File: src/rtl/register_file.sv
//============================================================================
// Module      : register_file
// Description : Operand register file for the single-cycle datapath.
//               2**ADDR_W entries of DATA_W bits, two combinational read
//               ports (ALU operands A/B) and one synchronous write port
//               (ALU result). Entry 0 is hardwired to zero. A saturating
//               8-bit counter records committed writes for debug/test.
//
//               Optional feature macro: REGFILE_BYPASS_EN
//                 defined   : a read port whose address matches a pending
//                             commit returns wdata in the same cycle.
//                 undefined : read ports show stored contents only.
//
// Ports       : clk      - rising-edge clock for all state
//               rst      - synchronous, active-high reset
//               we       - write enable
//               waddr    - write address
//               wdata    - write data (ALU result)
//               raddr_a  - read address, port A
//               raddr_b  - read address, port B
//               rdata_a  - port A data (ALU operand A)
//               rdata_b  - port B data (ALU operand B)
//               wr_count - saturating count of committed writes
//
// Revision    : 1.0 - initial release
//============================================================================
`default_nettype none

module register_file #(
    parameter int DATA_W = 8,
    parameter int ADDR_W = 3
) (
    input  logic              clk,
    input  logic              rst,
    input  logic              we,
    input  logic [ADDR_W-1:0] waddr,
    input  logic [DATA_W-1:0] wdata,
    input  logic [ADDR_W-1:0] raddr_a,
    input  logic [ADDR_W-1:0] raddr_b,
    output logic [DATA_W-1:0] rdata_a,
    output logic [DATA_W-1:0] rdata_b,
    output logic [7:0]        wr_count
);

    localparam int DEPTH = 2 ** ADDR_W;

    // Storage. Entry 0 exists only so the array can be indexed directly by
    // the address; it is never written and the read muxes mask it to zero.
    logic [DATA_W-1:0] mem_q [DEPTH];
    logic [7:0]        wr_count_q;
    logic [7:0]        wr_count_d;

    // A commit is a write that actually lands: reset wins, and address 0
    // is a constant so writes to it are dropped (and not counted).
    logic w_commit;
    assign w_commit = we && !rst && (waddr != '0);

    //------------------------------------------------------------------------
    // Write counter next state: increments on each commit, sticks at 255.
    //------------------------------------------------------------------------
    always_comb begin
        wr_count_d = wr_count_q;
        if (w_commit && (wr_count_q != 8'hFF)) begin
            wr_count_d = wr_count_q + 8'd1;
        end
    end

    //------------------------------------------------------------------------
    // State registers
    //------------------------------------------------------------------------
    always_ff @(posedge clk) begin
        if (rst) begin
            for (int i = 0; i < DEPTH; i++) begin
                mem_q[i] <= '0;
            end
            wr_count_q <= '0;
        end else begin
            if (w_commit) begin
                mem_q[waddr] <= wdata;
            end
            wr_count_q <= wr_count_d;
        end
    end

    assign wr_count = wr_count_q;

    //------------------------------------------------------------------------
    // Stored-contents read path (shared by both builds)
    //------------------------------------------------------------------------
    logic [DATA_W-1:0] w_stored_a;
    logic [DATA_W-1:0] w_stored_b;

    always_comb begin
        w_stored_a = '0;
        w_stored_b = '0;
        if (raddr_a != '0) begin
            w_stored_a = mem_q[raddr_a];
        end
        if (raddr_b != '0) begin
            w_stored_b = mem_q[raddr_b];
        end
    end

`ifdef REGFILE_BYPASS_EN
    //------------------------------------------------------------------------
    // Same-cycle forwarding. w_commit already excludes address 0 and reset,
    // so a match here can only ever forward a write that will really land.
    //------------------------------------------------------------------------
    logic w_fwd_a;
    logic w_fwd_b;

    assign w_fwd_a = w_commit && (raddr_a == waddr);
    assign w_fwd_b = w_commit && (raddr_b == waddr);

    always_comb begin
        rdata_a = w_stored_a;
        rdata_b = w_stored_b;
        if (w_fwd_a) begin
            rdata_a = wdata;
        end
        if (w_fwd_b) begin
            rdata_b = wdata;
        end
    end
`else
    // No forwarding: a read during a write returns the old contents.
    always_comb begin
        rdata_a = w_stored_a;
        rdata_b = w_stored_b;
    end
`endif

endmodule

`default_nettype wire

File: config.mk
export PLATFORM = sky130hd
export DESIGN_NAME = register_file
export DESIGN_NICKNAME = d
export VERILOG_FILES = /design/src/rtl/register_file.sv
export SDC_FILE = /design/constraint.sdc
export NUM_CORES = 1
export LEC_CHECK = 0
export ABC_AREA = 0
export CORE_MARGIN = 4
export CORE_UTILIZATION = 40
export CTS_BUF_LIST = sky130_fd_sc_hd__clkbuf_4 sky130_fd_sc_hd__clkbuf_8
export DETAILED_ROUTE_END_ITERATION = 10
export GPL_TIMING_DRIVEN = 0
export PLACE_DENSITY = 0.65
export SETUP_SLACK_MARGIN = 0.02
export SYNTH_ARGS = -nofsm -noshare
export SYNTH_HDL_FRONTEND = slang
export SYNTH_SLANG_ARGS = --single-unit
File: constraint.sdc
create_clock -name clk -period 3.1 [get_ports clk]
set_input_delay 0.93 -clock clk [delete_from_list [all_inputs] [get_ports clk]]
set_output_delay 0.93 -clock clk [all_outputs]
set_load 0.005 [all_outputs]
==> run summary, run 1 <==
==========================================================================================
Endpoints failing hold                                                                   0
Number of different library cells in the post-synthesis netlist                         37
Crit path setup slack, layout                                                      89.5 ps
Proportion of power drawn by the clock network                                       33.5%
Port bufs                                                                               39
Setup Total Neg Slack                                                                 0 ps
Number of cells produced by synthesis                                                  337
Most frequent cells after synthesis                                           64 x sky130_fd_sc_hd__edfxtp_1, 56 x sky130_fd_sc_hd__and2_1, 31 x sky130_fd_sc_hd__o21ai_0
Worst-case hold slack                                                               514 ps
Max capacitance violation total                                                          0
Layout overhead on the synthesized area                                              23.9%
Data arrival time of the worst path                                                2080 ps
Clock root buffer                                                             sky130_fd_sc_hd__clkbuf_8
Most area-hungry cell type in the Yosys netlist                               sky130_fd_sc_hd__edfxtp_1
Mean instance size in the synthesized netlist                                    11.8 um^2
Post-detailed-route DRC marker count                                                     0
Worst setup SP type                                                              input pin
Global-route wire length before repair                                            16300 um
Number of H-tree levels                                                                  3
Antenna violation net count after detailed routing                                       0
Endpoints failing setup                                                                  0
Floorplan die area                                                              11600 um^2
Residual overflow from global routing                                                    0
Total of warnings raised by yosys                                                        0
Class of the worst hold path                                                  flip-flop to flip-flop
Post-Synth XOR/XNOR Area                                                            0.219%
Number of synthesized flops with an enable pin                                          64
Multiplexer fraction of the synthesized cell area                                    14.1%
Sequential share of power                                                            50.4%
Drt initial violations                                                                 197
Final #Nets                                                                            415
Antenna fix cells                                                                        0
Worst slew margin                                                                    46.4%
Post-Synth Adder-Cell Area                                                          0.313%
Max Clock Skew                                                                     5.37 ps
Number of buffers on the longest clock path                                              2
Number of cell rows                                                                     36
Number of antenna violations at the first check in global routing                        0
Fraction of power spent switching nets                                               26.7%
Outcome                                                                       finished, final reports clean
Maximum fanout along the worst path                                                     10
Post-CTS Hold Buffers                                                                    0
Final Cycle Share                                                                    97.1%
CP Class                                                                      input pin to output pin
Place WS                                                                           -901 ps
Vias in the first global route                                                        3095
Clock period minus worst slack                                                     3010 ps
Number of vias in the routed layout                                                   2925
Capturing element type of the critical path                                     output pin
Total routed wirelength                                                           10300 um
Share of Yosys cell area claimed by the top area cell type                           48.2%
TritonRoute pass-1 iters                                                                 4
CTS tree                                                                               yes
Areal power density over the cells                                             461 nW/um^2
Achievable clock frequency                                                         332 MHz
Pins Over Slew Limit                                                                     0
HPWL after detailed placement                                                      7470 um
Leading cell type by number of instances after synthesis                      sky130_fd_sc_hd__edfxtp_1
Share of synthesized cell area in and, or, nand and nor gates                        21.0%
Dominant cells by area after synthesis                                        sky130_fd_sc_hd__edfxtp_1 48%, sky130_fd_sc_hd__mux4_2 9.0%, sky130_fd_sc_hd__and2_1 8.8%, sky130_fd_sc_hd__mux2i_1 4.8%, sky130_fd_sc_hd__dfxtp_1 4.0%
Pint                                                                               1.67 mW
Net load switching power                                                          0.609 mW
Worst supply voltage drop on vdd                                                  0.234 mV
Clock edge transition at the registers on the reported setup and hold paths          80 ps
Die height                                                                          108 um
Die extent in x                                                                     108 um
Routed wire length per instance                                                    19.3 um
Total power consumption of the routed design                                       2.28 mW
RD Place Congestion                                                                  0.896
Share of the yosys chip area belonging to registers                                  52.2%
Top flip-flop cell by instance count after synthesis                          sky130_fd_sc_hd__edfxtp_1
Clock sink total                                                                        72
Proportion of layout cells with a drive suffix above 1                               24.3%
Post-synthesis async set-or-reset flop share                                            0%
Effective utilization at floorplan                                                   41.0%
Global-route usage over all layers                                                   18.8%
Share of the synthesized area in compound gates (AO/OA/AOI/OAI)                      9.34%
Worst Path Required                                                                2170 ps
Unrepaired setup endpoints after global routing                                       true
Placeable core region                                                            9730 um^2
Cell area after synthesis                                                        3990 um^2
Via density per instance                                                              5.50
Slew at the pin closest to its max-slew limit                                       797 ps
P_leak                                                                             1.77 nW
Maximum number of pins on one net before global-route repair                            15
Largest family of logic cells by synthesized area                             simple AND/OR/NAND/NOR gates
Worst-Skew Late Latency                                                             350 ps
FF+latch count, synth                                                                   72
Relative contribution of combinational cells to total power                          16.1%
CTS buffer count                                                                         9
Top-Level Pins                                                                          44
==========================================================================================
-- worst max-delay path, cell delays in order --
cell	delay [ps]
sky130_fd_sc_hd__clkbuf_4	190
sky130_fd_sc_hd__buf_12	160
sky130_fd_sc_hd__mux4_2	310
sky130_fd_sc_hd__nor2_1	140
sky130_fd_sc_hd__a221oi_2	50
sky130_fd_sc_hd__dlygate4sd2_1	290
-- layout by cell type (no fill, tap or decap), drive strengths merged, types with 2 or more instances in the layout --
cell / instances
edfxtp: 64
clkdlybuf4s15: 3
clkinvlp: 3
clkdlybuf4s50: 21
o21ai: 33
nand2: 21
clkbuf: 21
nand2b: 5
nor3: 5
mux2i: 19
dlygate4sd2: 3
nor2: 23
nand3: 4
dfxtp: 8
a211oi: 2
nor2b: 18
mux4: 16
inv: 4
conb: 8
and2: 56
a221oi: 16
or2: 9
a21oi: 3
buf: 19
-- flip-flops by register name, summed over array words and instances (netlist names) --
name      flops
mem_q        64
wr_count      8
-- kinds of logic (layout without fill, tap and decap cells) --
family          Yosys count  count (layout)
compound gates           58              58
xor+xnor                  1               1
fa+ha+maj                 1               1
buf+inv                  21              76
flops                    72              72
mux                      36              36
other cells               1               8
simple gates            147             147
-- path summary, 6_finish.rpt --
kind	startpoint	end	slack [ps]	depth (start not counted)
setup / recovery	raddr_b[1]	rdata_b[1]	90	6
hold / removal	wr_count[0]	wr_count[0]	510	1
setup reg to reg	wr_count[0]	wr_count[4]	1540	5
hold reg to reg	wr_count[0]	wr_count[0]	510	1
-- per-layer routing --
layer / up-vias / track usage (%) / wire length, um
met3: 25 / 3.66 / 571
met4: 0 / 8.93 / 310
met5: - / 0 / 0
met1: 1436 / 23.4 / 4370
met2: 101 / 31.3 / 5030
li1: 1363 / - / -
-- stage by stage --
stage / util (%) / instances / cell area [um^2]
floorplan: - / 344 / 4020
global placement: 47.0 / 516 / 4570
detailed placement: 47.0 / 516 / 4570
CTS: 50.7 / 532 / 4930
global route: 50.8 / 532 / 4940
finish: 50.8 / 532 / 4940
-- power groups by stage --
stage,Sequential (mW),Clock (mW),Combinational [mW]
3_3_place_gp,1.17,0,0.344
3_5_place_dp,1.17,0,0.348
5_1_grt,1.16,0.812,0.396
2_1_floorplan,1.16,0,0.191
6_report,1.15,0.763,0.367
4_1_cts,1.15,0.773,0.362
-- final cells by class --
type,instances,area (um^2)
Inverter,2,7.51
Multi-Input combinational cell,251,1930
Timing Repair Buffer,41,357
Sequential cell,72,2080
Buffer,17,199
Clock inverter,7,78.8
Fill cell,861,4790
Clock buffer,9,124
Tap cell,133,166
-- timing repair --
item                                    CTS  global route
gates resized for setup                  80            30
pin swaps                                10             9
endpoints found under the setup margin   16            12
endpoints found under the hold margin     0             0
setup buffers                             2             0
No activity file was read; power rests on OpenSTA's default activity.
==> run 2, diff against run 1 <==
--- a/config.mk
+++ b/config.mk
@@ -6,6 +6,7 @@
 export NUM_CORES = 1
 export LEC_CHECK = 0
 export ABC_AREA = 0
+export CAP_MARGIN = 20
 export CORE_MARGIN = 4
 export CORE_UTILIZATION = 40
 export CTS_BUF_LIST = sky130_fd_sc_hd__clkbuf_4 sky130_fd_sc_hd__clkbuf_8
==> results of run 2 <==
Same layout as run 1: the final DEF is identical, and so are final timing and power.
==> run 3, diff against run 2 <==
--- a/config.mk
+++ b/config.mk
@@ -6,10 +6,11 @@
 export NUM_CORES = 1
 export LEC_CHECK = 0
 export ABC_AREA = 0
-export CAP_MARGIN = 20
+export CAP_MARGIN = 30
 export CORE_MARGIN = 4
 export CORE_UTILIZATION = 40
 export CTS_BUF_LIST = sky130_fd_sc_hd__clkbuf_4 sky130_fd_sc_hd__clkbuf_8
+export CTS_CLUSTER_DIAMETER = 60
 export DETAILED_ROUTE_END_ITERATION = 10
 export GPL_TIMING_DRIVEN = 0
 export PLACE_DENSITY = 0.65
==> results of run 3 <==
Same layout as run 1: the final DEF is identical, and so are final timing and power.
==> edit 1: new RTL, settings of run 2 <==
The parameter `DATA_W` goes from 8 to 9.
--- a/src/rtl/register_file.sv
+++ b/src/rtl/register_file.sv
@@ -29,3 +29,3 @@
 module register_file #(
-    parameter int DATA_W = 8,
+    parameter int DATA_W = 9,
     parameter int ADDR_W = 3
Interface: changed (resized rdata_a, rdata_b and wdata); port bits go from 44 to 47. No check against the original RTL was run, so the function may have changed too.
==> edit 1 against run 2 <==
First-iteration DRC count decreased by 38%; critical endpoint is now rdata_a[0]; utilization increased by 0.80 points; worst setup slack got worse by 0.049 ns; area after synthesis decreased by 5.4%; sequential cell count decreased by 1; power decreased by 3.5%; wire length decreased by 4.3%; design area decreased by 4.0%; sequential share of layout area increased by 1.1 points; register-to-register slack improved by 0.05 ns.
==> edit 1: results (changes against run 2) <==
cells_and_area:
  multi_input_area_um2: 1660  # was 1930 um2
  fillers: 827  # was 861
  final-seq-area_um2: 2050  # was 2080 um2
  multi_input_gates: 201  # was 251
  clkbuf_count: 13  # was 9
  seq_cell_count: 71  # was 72
  nNonClkBuffers: 70  # was 58
  nNonClkInverters: 11  # was 2
  largest_register_ffs: 63  # was 64
  nNetsFinal: 386  # was 415
  buf_share_pct: 13.7  # was 11.2%
  drive_gt1_share_pct: 27.9  # was 24.3%
  postLayoutCoreUtil_pct: 51.6  # was 50.8%
synth:
  syn_inst: 298  # was 337
  synth_seq_area_share_pct: 54.4  # was 52.2%
  ys_top_cells_by_count: "and2_1, edfxtp_1, mux4_2, mux2_2, o21ai_0"  # was edfxtp_1, and2_1, o21ai_0, nor2_1, nand2_1
  synth_edf_count: 63  # was 64
  synthTopCellsByArea: "edfxtp_1, mux4_2, and2_1"  # unchanged
grt:
  track_usage_pct: 18.4  # was 18.8%
  grt_max_degree: 12  # was 15
  met3_usage_pct: 3.27  # was 3.66%
  first_global_vias: 2846  # was 3095
  grt_pass1_wl_um: 15300  # was 16300 um
  use_met2_pct: 32.1  # was 31.3%
worst_setup_path:
  cp.arrival_ns: 2.13  # was 2.08 ns
  worstPathMaxFanout: 5  # was 10
  startpoint: "raddr_a[0]"  # was raddr_b[1]
  crit_end: "rdata_a[0]"  # was rdata_b[1]
  slowest_delay_ns: 0.51  # was 0.31 ns
  ff2ff_setup_slack_ns: 1.59  # was 1.54 ns
  r2r_end: "wr_count[5]"  # was wr_count[4]
power:
  peakVddDrop_mv: 0.234  # about the same
  comb_power_mw: 0.330  # was 0.367 mW
  p_sw_mw: 0.513  # was 0.609 mW
cts:
  postCtsSetupRepairBufs: 7  # was 2
  post_cts_resized: 90  # was 80
  clk_latency_ns: 0.32  # was 0.35 ns
placement:
  dpl-instance-area_um2: 4360  # was 4570 um2
  pre_cts_slack_ns: -0.914  # was -0.901 ns
  dpl.hpwl_um: 6580  # was 7470 um
routing:
  route.met2.wl_um: 5100  # was 5030 um
  viasPerCell: 5.59  # was 5.50
  wirelength_met1_um: 3990  # was 4370 um
  wl_um: 9840  # was 10300 um
  met3_length_um: 488  # was 571 um
status:
  status: "finished clean"  # unchanged
timing:
  holdWs_ns: 0.525  # was 0.514 ns
  fin_crit_sh_pct: 98.7  # was 97.1%
  skew_ns: 0.00271  # was 0.00537 ns
min_path:
  hold_end: "wr_count[6]"  # was wr_count[0]
  worstHoldStart: "wr_count[6]"  # was wr_count[0]
edit 1: cell count changes after synthesis, moves of 8 or more:
cell	run 2	this run
nor2_1	23	11
inv_1	2	11
a22oi_1	0	9
nor2b_1	18	2
mux2i_1	19	4
or2_2	9	1
a221oi_1	16	8
o21ai_0	31	16
mux2_2	1	17
edit 1: critical path: cells and delay by family:
kind | cells | cell delay (ns)
buffers and inverters | 3 | 0.53
AND/OR/NAND/NOR | 1 | 0.08
AO/OA/AOI/OAI | 1 | 0.08
multiplexers | 1 | 0.51
edit 1: cell families (layout without fill, tap and decap cells):
| kind of cell | count (synthesis) | after routing | synth area share [%] |
|---|---|---|---|
| adder cells (fa/ha/maj) | 1 | 1 | 0.331 |
| XOR/XNOR | 1 | 1 | 0.232 |
| AND/OR/NAND/NOR | 110 | 110 | 16.6 |
| buffers and inverters | 26 | 97 | 2.95 |
| flip-flops | 71 | 71 | 54.4 |
| AO/OA/AOI/OAI | 50 | 50 | 8.65 |
| multiplexers | 39 | 39 | 16.9 |
==> edit 2: new RTL, flow settings as in run 2 <==
Made on the original files. Put one more register stage on the output `wr_count`, without a reset. The value now appears one clock later. The other outputs are not delayed to match.
--- a/src/rtl/register_file.sv
+++ b/src/rtl/register_file.sv
@@ -84,3 +84,5 @@
 
-    assign wr_count = wr_count_q;
+    always_ff @(posedge clk) begin
+        wr_count <= wr_count_q;
+    end
 
Function: changed (Yosys sat finds a counterexample within 4 cycles, from zero or initial values and one cycle with rst high).
==> edit 2 against run 2 <==
The run now ends with negative setup slack left; clock power is 4.3% lower; final cell count is 7.9% higher; worst hold slack got worse by 0.12 ns; worst setup slack worse by 0.11 ns; wire length grew 9.3%; sequential cell count rose by 8; power increased by 6.3%; design area is 10% higher; register-to-register slack got worse by 0.05 ns; area after synthesis rose by 5.3%; critical endpoint is now rdata_b[0].
==> edit 2: results (changes against run 2) <==
status:
  status: "finished with violations"  # was finished clean
  violations: "negative setup slack"
timing:
  holdWs_ns: 0.396  # was 0.514 ns
  setup_ws_ns: -0.0171  # was 0.0895 ns
  worst_pin_slew_ns: 0.778  # was 0.797 ns
  setup_viol: 2  # was 0
min_path:
  worstHoldStart: "wr_count_q[4]"  # was wr_count[0]
  hold_end: "wr_count[4]"  # was wr_count[0]
placement:
  pre_cts_slack_ns: -1.04  # was -0.901 ns
  port_buffers: 38  # was 39
  place_congestion: 0.823  # was 0.896
  dp_cells: 548  # was 516
  dpl.hpwl_um: 7790  # was 7470 um
synth:
  synthTopCellsByArea: "edfxtp_1, mux2i_1, and2_1"  # was edfxtp_1, mux4_2, and2_1
  synth-adder-area-share_pct: 0.298  # was 0.313%
  synth_seq_area_share_pct: 53.3  # was 52.2%
  yosys.area_share.xor_xnor_pct: 0  # was 0.219%
  syn_inst: 367  # was 337
  synth-compound-area-share_pct: 12.6  # was 9.34%
  ys_top_cells_by_count: "edfxtp_1, and2_1, mux2i_1, a21oi_1, nor2b_1"  # was edfxtp_1, and2_1, o21ai_0, nor2_1, nand2_1
worst_setup_path:
  r2r_end: "wr_count_q[1]"  # was wr_count[4]
  ff2ff_setup_slack_ns: 1.49  # was 1.54 ns
  r2r-start: "wr_count_q[0]"  # was wr_count[0]
  cp.arrival_ns: 2.19  # was 2.08 ns
routing:
  met3_length_um: 690  # was 571 um
  wirelength_met1_um: 4540  # was 4370 um
  avgRoutedWirePerCell_um: 19.6  # was 19.3 um
cells_and_area:
  fillers: 919  # was 861
  nNetsFinal: 454  # was 415
  drive_gt1_share_pct: 27.4  # was 24.3%
grt:
  grt_use_met1_pct: 20.6  # was 23.4%
  use_met2_pct: 31.8  # was 31.3%
  grt_max_degree: 14  # was 15
cts:
  postCtsSetupRepairBufs: 10  # was 2
  post_cts_resized: 130  # was 80
power:
  combPwrFrac_pct: 17.7  # was 16.1%
-- edit 2: cell count changes after synthesis, sizes merged, moves of 16 or more --
cell,run 2,this run
mux2i,19,42
nand2,21,4
nor2,23,6
a21oi,3,38
a221oi,16,0
o21ai,33,16
mux4,16,0
-- edit 2: worst max-delay path: stages --
cell and delay (ns):
buf_8 0.10, buf_12 0.13, buf_6 0.12, mux2_4 0.30, o221ai_4 0.19, o221a_4 0.21
a21oi_2 0.04, buf_2 0.15
-- edit 2: layout make-up --
cell class / count / area [um2] / area share, %
multi-input combinational: 268 / 2160 / 39.8
clock buffer: 9 / 124 / 2.28
tap: 136 / 170 / 3.13
timing repair buffer: 52 / 450 / 8.28
buffer: 18 / 211 / 3.89
sequential: 80 / 2240 / 41.2
clock inverter: 7 / 62.6 / 1.15
inverter: 4 / 15.0 / 0.276
